### src/rtl/mem_arbiter_if.sv
// Signal bundle between the arbiter, its two requesters (fetch, load/store)
// and the shared memory bus.
interface mem_arbiter_if;
    logic        imem_valid;
    logic [31:0] imem_addr;
    logic        imem_flush;
    logic        imem_ready;
    logic [31:0] imem_rdata;

    logic        dmem_valid;
    logic [31:0] dmem_addr;
    logic [31:0] dmem_wdata;
    logic [3:0]  dmem_wstrb;
    logic        dmem_ready;
    logic [31:0] dmem_rdata;

    logic        mem_valid;
    logic        mem_instr;
    logic [31:0] mem_addr;
    logic [31:0] mem_wdata;
    logic [3:0]  mem_wstrb;
    logic        mem_ready;
    logic [31:0] mem_rdata;

    logic        overrun;

    // Arbiter side.
    modport slave (
        input  imem_valid, imem_addr, imem_flush,
        input  dmem_valid, dmem_addr, dmem_wdata, dmem_wstrb,
        input  mem_ready, mem_rdata,
        output imem_ready, imem_rdata, dmem_ready, dmem_rdata,
        output mem_valid, mem_instr, mem_addr, mem_wdata, mem_wstrb,
        output overrun
    );

    // Requesters plus memory side.
    modport master (
        output imem_valid, imem_addr, imem_flush,
        output dmem_valid, dmem_addr, dmem_wdata, dmem_wstrb,
        output mem_ready, mem_rdata,
        input  imem_ready, imem_rdata, dmem_ready, dmem_rdata,
        input  mem_valid, mem_instr, mem_addr, mem_wdata, mem_wstrb,
        input  overrun
    );
endinterface

### src/rtl/mem_arbiter.sv
// Two-port memory arbiter: one pending slot per port, dmem priority with a
// bounded starvation count for imem, and fetch flush with response suppression.
module mem_arbiter #(
    parameter int STARVE_LIMIT = 4
) (
    input logic         clk,
    input logic         rst,
    mem_arbiter_if.slave bus
);
    localparam int CW = $clog2(STARVE_LIMIT + 1);
    localparam logic [CW-1:0] LIMIT = CW'(STARVE_LIMIT);

    typedef enum logic [1:0] {IDLE, BUSY_I, BUSY_D} state_t;

    state_t state, state_nxt;

    logic          i_pend, i_kill, d_pend;
    logic [31:0]   i_addr, d_addr, d_wdata;
    logic [3:0]    d_wstrb;
    logic [CW-1:0] cnt;

    logic i_live, grant_i, grant_d, done_i, done_d;
    logic i_free, d_free, i_acc, d_acc;

    // A flush in the grant cycle must keep the stale fetch off the bus.
    assign i_live = i_pend && !bus.imem_flush;

    always_comb begin
        state_nxt = state;
        grant_i   = 1'b0;
        grant_d   = 1'b0;
        done_i    = 1'b0;
        done_d    = 1'b0;
        case (state)
            IDLE: begin
                if (d_pend && (!i_live || cnt < LIMIT)) begin
                    state_nxt = BUSY_D;
                    grant_d   = 1'b1;
                end else if (i_live) begin
                    state_nxt = BUSY_I;
                    grant_i   = 1'b1;
                end
            end
            BUSY_I: if (bus.mem_ready) begin
                state_nxt = IDLE;
                done_i    = 1'b1;
            end
            BUSY_D: if (bus.mem_ready) begin
                state_nxt = IDLE;
                done_d    = 1'b1;
            end
            default: state_nxt = IDLE;
        endcase
    end

    // While a killed fetch is in flight the slot may already hold its redirect target.
    assign i_free = !i_pend || bus.imem_flush || (done_i && !i_kill);
    assign d_free = !d_pend || done_d;
    assign i_acc  = bus.imem_valid && i_free;
    assign d_acc  = bus.dmem_valid && d_free;

    always_ff @(posedge clk or negedge rst) begin
        if (!rst) state <= IDLE;
        else      state <= state_nxt;
    end

    always_ff @(posedge clk or negedge rst) begin
        if (!rst) begin
            i_pend         <= 1'b0;
            i_kill         <= 1'b0;
            i_addr         <= '0;
            d_pend         <= 1'b0;
            d_addr         <= '0;
            d_wdata        <= '0;
            d_wstrb        <= '0;
            cnt            <= '0;
            bus.imem_ready <= 1'b0;
            bus.imem_rdata <= '0;
            bus.dmem_ready <= 1'b0;
            bus.dmem_rdata <= '0;
            bus.mem_valid  <= 1'b0;
            bus.mem_instr  <= 1'b0;
            bus.mem_addr   <= '0;
            bus.mem_wdata  <= '0;
            bus.mem_wstrb  <= '0;
            bus.overrun    <= 1'b0;
        end else begin
            if (done_i && !i_kill) i_pend <= 1'b0;
            if (bus.imem_flush)    i_pend <= 1'b0;
            if (i_acc) begin
                i_pend <= 1'b1;
                i_addr <= bus.imem_addr;
            end

            if (state == BUSY_I && !bus.mem_ready) i_kill <= i_kill | bus.imem_flush;
            else                                   i_kill <= 1'b0;

            if (done_d) d_pend <= 1'b0;
            if (d_acc) begin
                d_pend  <= 1'b1;
                d_addr  <= bus.dmem_addr;
                d_wdata <= bus.dmem_wdata;
                d_wstrb <= bus.dmem_wstrb;
            end

            if (!i_pend || grant_i)            cnt <= '0;
            else if (grant_d && cnt < LIMIT)   cnt <= cnt + 1'b1;

            bus.overrun <= bus.overrun | (bus.imem_valid && !i_free)
                                       | (bus.dmem_valid && !d_free);

            bus.imem_ready <= done_i && !i_kill && !bus.imem_flush;
            if (done_i && !i_kill && !bus.imem_flush) bus.imem_rdata <= bus.mem_rdata;
            bus.dmem_ready <= done_d;
            if (done_d) bus.dmem_rdata <= bus.mem_rdata;

            if (grant_d) begin
                bus.mem_valid <= 1'b1;
                bus.mem_instr <= 1'b0;
                bus.mem_addr  <= d_addr;
                bus.mem_wdata <= d_wdata;
                bus.mem_wstrb <= d_wstrb;
            end else if (grant_i) begin
                bus.mem_valid <= 1'b1;
                bus.mem_instr <= 1'b1;
                bus.mem_addr  <= i_addr;
                bus.mem_wdata <= '0;
                bus.mem_wstrb <= '0;
            end else if (done_i || done_d) begin
                bus.mem_valid <= 1'b0;
            end
        end
    end
endmodule

### src/flat_wrapper.sv
// flat-port wrapper written by rule: the top's interface ports become plain ports
module mem_arbiter_flat 
#(
    parameter int STARVE_LIMIT = 4
)
  (clk, rst, bus_imem_valid, bus_imem_addr, bus_imem_flush, bus_dmem_valid, bus_dmem_addr, bus_dmem_wdata, bus_dmem_wstrb, bus_mem_ready, bus_mem_rdata, bus_imem_ready, bus_imem_rdata, bus_dmem_ready, bus_dmem_rdata, bus_mem_valid, bus_mem_instr, bus_mem_addr, bus_mem_wdata, bus_mem_wstrb, bus_overrun);
  mem_arbiter_if bus_i ();
  input logic clk;
  input logic rst;
  input wire logic [$bits(bus_i.imem_valid)-1:0] bus_imem_valid;
  input wire logic [$bits(bus_i.imem_addr)-1:0] bus_imem_addr;
  input wire logic [$bits(bus_i.imem_flush)-1:0] bus_imem_flush;
  input wire logic [$bits(bus_i.dmem_valid)-1:0] bus_dmem_valid;
  input wire logic [$bits(bus_i.dmem_addr)-1:0] bus_dmem_addr;
  input wire logic [$bits(bus_i.dmem_wdata)-1:0] bus_dmem_wdata;
  input wire logic [$bits(bus_i.dmem_wstrb)-1:0] bus_dmem_wstrb;
  input wire logic [$bits(bus_i.mem_ready)-1:0] bus_mem_ready;
  input wire logic [$bits(bus_i.mem_rdata)-1:0] bus_mem_rdata;
  output wire logic [$bits(bus_i.imem_ready)-1:0] bus_imem_ready;
  output wire logic [$bits(bus_i.imem_rdata)-1:0] bus_imem_rdata;
  output wire logic [$bits(bus_i.dmem_ready)-1:0] bus_dmem_ready;
  output wire logic [$bits(bus_i.dmem_rdata)-1:0] bus_dmem_rdata;
  output wire logic [$bits(bus_i.mem_valid)-1:0] bus_mem_valid;
  output wire logic [$bits(bus_i.mem_instr)-1:0] bus_mem_instr;
  output wire logic [$bits(bus_i.mem_addr)-1:0] bus_mem_addr;
  output wire logic [$bits(bus_i.mem_wdata)-1:0] bus_mem_wdata;
  output wire logic [$bits(bus_i.mem_wstrb)-1:0] bus_mem_wstrb;
  output wire logic [$bits(bus_i.overrun)-1:0] bus_overrun;
  assign bus_i.imem_valid = bus_imem_valid;
  assign bus_i.imem_addr = bus_imem_addr;
  assign bus_i.imem_flush = bus_imem_flush;
  assign bus_i.dmem_valid = bus_dmem_valid;
  assign bus_i.dmem_addr = bus_dmem_addr;
  assign bus_i.dmem_wdata = bus_dmem_wdata;
  assign bus_i.dmem_wstrb = bus_dmem_wstrb;
  assign bus_i.mem_ready = bus_mem_ready;
  assign bus_i.mem_rdata = bus_mem_rdata;
  assign bus_imem_ready = bus_i.imem_ready;
  assign bus_imem_rdata = bus_i.imem_rdata;
  assign bus_dmem_ready = bus_i.dmem_ready;
  assign bus_dmem_rdata = bus_i.dmem_rdata;
  assign bus_mem_valid = bus_i.mem_valid;
  assign bus_mem_instr = bus_i.mem_instr;
  assign bus_mem_addr = bus_i.mem_addr;
  assign bus_mem_wdata = bus_i.mem_wdata;
  assign bus_mem_wstrb = bus_i.mem_wstrb;
  assign bus_overrun = bus_i.overrun;
  mem_arbiter #(.STARVE_LIMIT(STARVE_LIMIT)) u_core (.clk(clk), .rst(rst), .bus(bus_i));
endmodule
### config.mk
export PLATFORM = sky130hd
export DESIGN_NAME = mem_arbiter_flat
export DESIGN_NICKNAME = d
export VERILOG_FILES = /design/src/rtl/mem_arbiter_if.sv /design/src/rtl/mem_arbiter.sv /design/src/flat_wrapper.sv
export SDC_FILE = /design/constraint.sdc
export NUM_CORES = 1
export LEC_CHECK = 0
export ABC_AREA = 1
export CAP_MARGIN = 0
export CORE_MARGIN = 1.5
export CORE_UTILIZATION = 40
export DETAILED_ROUTE_END_ITERATION = 16
export MAX_ROUTING_LAYER = met4
export PLACE_DENSITY = 0.79
export RECOVER_POWER = 25
export SLEW_MARGIN = 20
export SYNTH_ARGS = -nofsm -noshare
export SYNTH_HDL_FRONTEND = slang
export SYNTH_SLANG_ARGS = --single-unit
### constraint.sdc
create_clock -name clk -period 2.4 [get_ports clk]
set_clock_uncertainty 0.15 [all_clocks]
set_input_delay 0.48 -clock clk [delete_from_list [all_inputs] [get_ports clk]]
set_output_delay 0.48 -clock clk [all_outputs]
set_load 0.1 [all_outputs]
==> flow_summary.yaml, run 1 <==
final_layout:
  drive_gt1_frac: 0.149
  multi_input_area_um2: 3410
  antennaDiodeCount: 0
  areaGrowthSynthToFinish_pct: 35.5
  fillers: 2204
  regArea_um2: 6130
  layout.nets: 1537
clocking:
  post_cts_resize_count: 0
  cts_buffers: 25
  root_buffer: "clkbuf_16"
  cts_setup_buffers: 0
  clk_path_buf_depth: 3
  clk_latency_ns: 0.51
  cts_max_level: 1
  cts_sinks: 245
  cts_tree: "yes"
  clkTransAtPathRegs_ns: 0.06
  ctsHoldBuffers: 1
synth:
  postSynthCellCount: 1146
  synthTopCellsByCount: "483 x nand2_1, 245 x dfrtp_1, 172 x nand3_1"
  ys_seq_area_frac: 0.607
  yosysMostFrequentCell: "nand2_1"
  synthTopCellsByArea: "dfrtp_1 61%, nand2_1 18%, nand3_1 8.5%"
  ys_async_sr_fraction: 1.00
  yosysWarnings: 0
  syn_area_um2: 10100
  synth_area_per_cell_um2: 8.81
  synth_edf_count: 0
  syn_nets: 1288
  ys_ff_latch: 245
  synth_largest_area_cell: "dfrtp_1"
  synth_cell_types: 23
  synth_ff_type: "dfrtp_1"
  synth_top_area_frac: 0.607
floorplanning:
  die-width_um: 162
  io_pins: 275
  die_y_um: 162
  row_count: 57
  dieArea_um2: 26200
  initial_utilization: 0.412
  coreArea_um2: 24500
global_route:
  grt_overflow: 0
  grt_pass1_wl_mm: 44.2
  grt_max_degree: 69
  grt_usage: 0.215
  antenna_found_initial: 0
  grt_pass1_vias: 8532
drt:
  vias: 8732
  ant_nets: 0
  drc: 0
  drt-initial-drc-count: 727
  wl_mm: 27.3
  dr.pass1.iters: 5
  vias_per_cell: 5.03
  wl_per_cell_um: 15.8
worst_setup_path:
  path_class: "input pin to asynchronous set/reset pin"
  required_ns: 2.88
  worstPathArrival_ns: 2.45
  path_cells: "dlygate4sd3_1 > clkbuf_4 > clkbuf_4"
  worst_path_most_repeated_cell: "clkbuf_4"
  r2r_cells: 6
  cp-end-kind: "asynchronous set/reset pin"
  cp-start-kind: "input pin"
  critPathMaxFanout: 67
  cp_slowest_stage_delay_ns: 0.78
  r2r_slack_ns: 0.47
  critPathSlowestCell: "clkbuf_4"
  r2r_start: "u_core.state[1]"
  r2r-end: "u_core.cnt[0]"
hold_path:
  min_delay_path_depth: 3
  hp-class: "input pin to register"
  hold_path_end: "u_core.d_addr[4]"
  min_from: "bus_dmem_valid"
sta:
  post-route-min-period_ns: 1.96
  fmax_mhz: 510
  fin_setup_tns_ns: 0
  setup_viol: 0
  rsz0062_at_grt: "no"
  slew_headroom: 0.344
  slew_violations: 0
  tightestPinTransition_ns: 0.985
  report.final.hold_viol_count: 0
  setup_ws_ns: 0.438
  fin_crit_sh: 0.818
flow_run:
  drv_cap: 0
placed_design:
  dp_hpwl_mm: 18.6
  dp_slack_ns: 0.240
  routabilityCongestion: 0.838
  portBuffers: 274
status:
  status: "completed"
critical path: cells and delay by family:
kind                   cells  cell delay [ns]
buffers and inverters      3             1.91
final cells by class:
cell class                      count  area share
Inverter                           46      0.0126
Sequential cell                   245       0.448
Clock inverter                      3     0.00475
Clock buffer                       40      0.0528
Multi-Input combinational cell    773       0.249
Tap cell                          324      0.0296
Timing Repair Buffer              304       0.203
worst max-delay path by stage:
stage	depth (start not counted)	from	slack (ns)	endpoint
after floorplan	7	u_core.state[0]	0.81	u_core.bus.mem_addr[0]
after global placement	9	bus_imem_flush	0.28	u_core.bus.mem_addr[30]
after detailed placement	8	bus_imem_flush	0.24	u_core.bus.mem_addr[13]
after CTS	6	u_core.state[0]	0.49	u_core.cnt[0]
after global routing	3	rst	0.22	u_core.bus.dmem_rdata[8]
final	3	rst	0.44	u_core.bus.dmem_rdata[10]
registers in the layout, summed over array words and instances, names as in the netlist, 2 cells and up:
register	cells
u_core.bus.dmem_rdata	32
u_core.bus.mem_wstrb	4
u_core.bus.imem_rdata	32
u_core.cnt	3
u_core.state	2
u_core.d_addr	32
u_core.d_wstrb	4
u_core.bus.mem_wdata	32
u_core.d_wdata	32
u_core.i_addr	32
u_core.bus.mem_addr	32
layer usage:
metal / GRT usage / vias up / share of wire
li1: - / 4175 / -
met1: 0.280 / 4167 / 0.43
met2: 0.345 / 339 / 0.48
met3: 0.0383 / 51 / 0.076
met4: 0.0601 / 0 / 0.024
met5: - / - / 0
metrics by stage:
step / cells / hold slack, ns / utilization / cell area [um^2]
2_1_floorplan: 1146 / 0.0344 / - / 10100
3_3_place_gp: 1691 / 0.304 / 0.526 / 12900
3_5_place_dp: 1691 / 0.308 / 0.526 / 12900
4_1_cts: 1735 / 0.239 / 0.559 / 13700
5_1_grt: 1735 / 0.272 / 0.558 / 13700
6_report: 1735 / 0.251 / 0.558 / 13700
cell families (layout without fill, tap and decap cells):
logic type,count (synthesis),after routing,synth area share
and+or+nand+nor,697,697,0.291
DFF,245,245,0.607
buffers and inverters,128,393,0.0581
AOI/OAI and AO/OA,71,71,0.0378
adders and majority gates,4,4,0.00496
xor gates and xnor gates,1,1,0.000867
cells in the final DEF (no fill, tap or decap), types with 3 or more instances in the layout:
master and instances:
clkbuf_1 11, inv_1 45, buf_12 13, o21ai_0 64, nand2_1 482, ha_1 3, dfrtp_1 245, clkbuf_16 25
nand4_1 33, nand3_1 171, clkbuf_8 4, buf_4 152, clkdlybuf4s50_1 135, nor2_1 4
Power of run 1 is left out: the tool's default activity adds up to more than one toggle a clock period on the data nets, which glitch-free logic cannot reach.
==> inputs of run 2 (changes only) <==
Settings changed: PLACE_DENSITY 0.79 to 0.82.
Clock period 2.4 ns to 1.59 ns, I/O delays scaled along.
==> run 2 against run 1 <==
Against the previous run:
- the run now ends with setup timing left
- setup slack worse by 0.62 ns
- worst hold slack worse by 0.12 ns
- global-route usage is 5.1 points higher
- first-iteration DRC count up 38%
- sequential share of layout area decreased by 10 points
- register-to-register slack worse by 0.65 ns
- die area unchanged
- critical path depth rose by 4
- utilization rose by 17 points
- flip-flop and latch count is the same
==> flow_summary.yaml, run 2 (synthesis gave the netlist of run 1 again) <==
floorplanning:
  die_y_um: 162
  io_pins: 275
  coreArea_um2: 24500
  row_count: 57
  dieArea_um2: 26200
  die-width_um: 162
  initial_utilization: 0.412
final_layout:
  finalNonFillerCells: 1906
  drive_gt1_frac: 0.309
  fin_util: 0.730
  areaGrowthSynthToFinish_pct: 77.3
  antennaDiodeCount: 0
  final_common_cell: "nand2_1"
  fillers: 1528
  layout.nets: 1707
  final_cell_mix: "430 x nand2_1, 236 x dfrtp_1, 166 x buf_12, 142 x nand3_1, 135 x clkdlybuf4s50_1"
  design_area_um2: 17900
global_route:
  grtUsageMet2: 0.455
  grt_pass1_vias: 9820
  grt_pass1_wl_mm: 52.7
  use_met3: 0.0416
  grt_usage: 0.265
  grt_max_degree: 48
  antenna_found_initial: 0
  use_met1: 0.321
  grt_busiest_layer: "met2"
  grt_overflow: 0
clocking:
  root_buffer: "clkbuf_16"
  clk_path_buf_depth: 3
  cts_buffers: 26
  cts_tree: "yes"
  clkTransAtPathRegs_ns: 0.06
  cts_max_level: 1
  clk_latency_ns: 0.53
  cts_sinks: 245
worst_setup_path:
  r2r_slack_ns: -0.18
  cp-start-kind: "register"
  r2r_start: "u_core.state[0]"
  cp_slowest_stage_delay_ns: 0.35
  r2r_cells: 7
  r2r-end: "u_core.bus.imem_rdata[14]"
  critPathMaxFanout: 16
  cp-end-kind: "register"
  required_ns: 1.86
  crit_family: "buffers and inverters"
  crit_buf_inv: 4
  critPathSlowestCell: "dfrtp_1"
  path_cells: "buf_4 > ha_2 > buf_6 > nand3_4 > buf_12 > buf_16 > o21ai_0"
  path_class: "register to register"
  worstPathArrival_ns: 2.04
placed_design:
  dp_hpwl_mm: 21.1
  routabilityCongestion: 0.837
  place_inst: 1720
  placed_area_um2: 14900
  portBuffers: 274
sta:
  post-route-min-period_ns: 1.77
  setup_viol: 290
  report.final.hold_viol_count: 0
  slew_headroom: 0.576
  worst_hold_slack_ns: 0.127
  rsz0062_at_grt: "yes"
  fmax_mhz: 565
  tightestPinTransition_ns: 0.636
  slew_violations: 0
  fin_crit_sh: 1.11
  setup_ws_ns: -0.180
drt:
  vias_per_cell: 5.37
  drt-initial-drc-count: 1001
  ant_nets: 0
  vias: 10200
  wl_per_cell_um: 20.3
  wl_mm: 38.7
  dr.pass1.iters: 5
  drc: 0
hold_path:
  hp-class: "input pin to asynchronous set/reset pin"
flow_run:
  drv_cap: 0
status:
  failed_checks: "setup timing"
  status: "finished with violations"
==> run 2: final cells by class <==
class / count / area, um^2 / share of cell area
clock buffer: 35 / 756 / 0.0422
clock inverter: 10 / 135 / 0.00755
inverter: 46 / 189 / 0.0106
multi-input combinational: 774 / 3840 / 0.215
sequential: 245 / 6140 / 0.343
tap: 324 / 405 / 0.0226
timing repair buffer: 472 / 6430 / 0.359
==> run 2: stage by stage <==
step | setup WS [ns] | TNS, ns
2_1_floorplan | -0.00446 | -0.143
3_3_place_gp | -0.287 | -56.64
3_5_place_dp | -0.346 | -64.03
4_1_cts | -0.0956 | -10.09
5_1_grt | -0.265 | -26.37
6_report | -0.180 | -9.21
==> run 2: metal layers <==
layer	part of all wire	vias up
met2	0.52	564
met4	0.039	0
li1	-	4545
met3	0.079	127
met1	0.37	4990
met5	0	-
==> run 2: worst reg2reg max path: cells and delay by family, from the launching register on <==
family / cells / cell delay, ns
flip-flops: 1 / 0.35
buffers and inverters: 4 / 0.58
adder cells (fa/ha/maj): 1 / 0.18
AO/OA/AOI/OAI: 1 / 0.27
AND/OR/NAND/NOR: 1 / 0.13
==> run 2: how the worst max path moves through the flow <==
stage,start,to,slack [ns],cells past startpoint
6_report,u_core.state[0],u_core.bus.imem_rdata[14],-0.18,7
5_1_grt,u_core.state[1],u_core.bus.imem_rdata[14],-0.26,7
4_1_cts,u_core.state[0],u_core.bus.imem_rdata[25],-0.1,8
3_5_place_dp,bus_imem_flush,u_core.bus.imem_rdata[19],-0.35,7
3_3_place_gp,bus_imem_flush,u_core.bus.mem_wdata[11],-0.29,8
2_1_floorplan,u_core.state[0],u_core.bus.mem_addr[0],-0.004,7
==> run 2: what timing repair did <==
item | CTS | global route
hold buffers | 2 | 0
setup endpoints to repair | 339 | 378
pin swaps | 15 | 39
gates cloned | 13 | 17
endpoints found under the hold margin | 246 | 0
gates resized for setup | 59 | 129
setup buffers | 57 | 57
Power of run 2 is left out for the same reason.
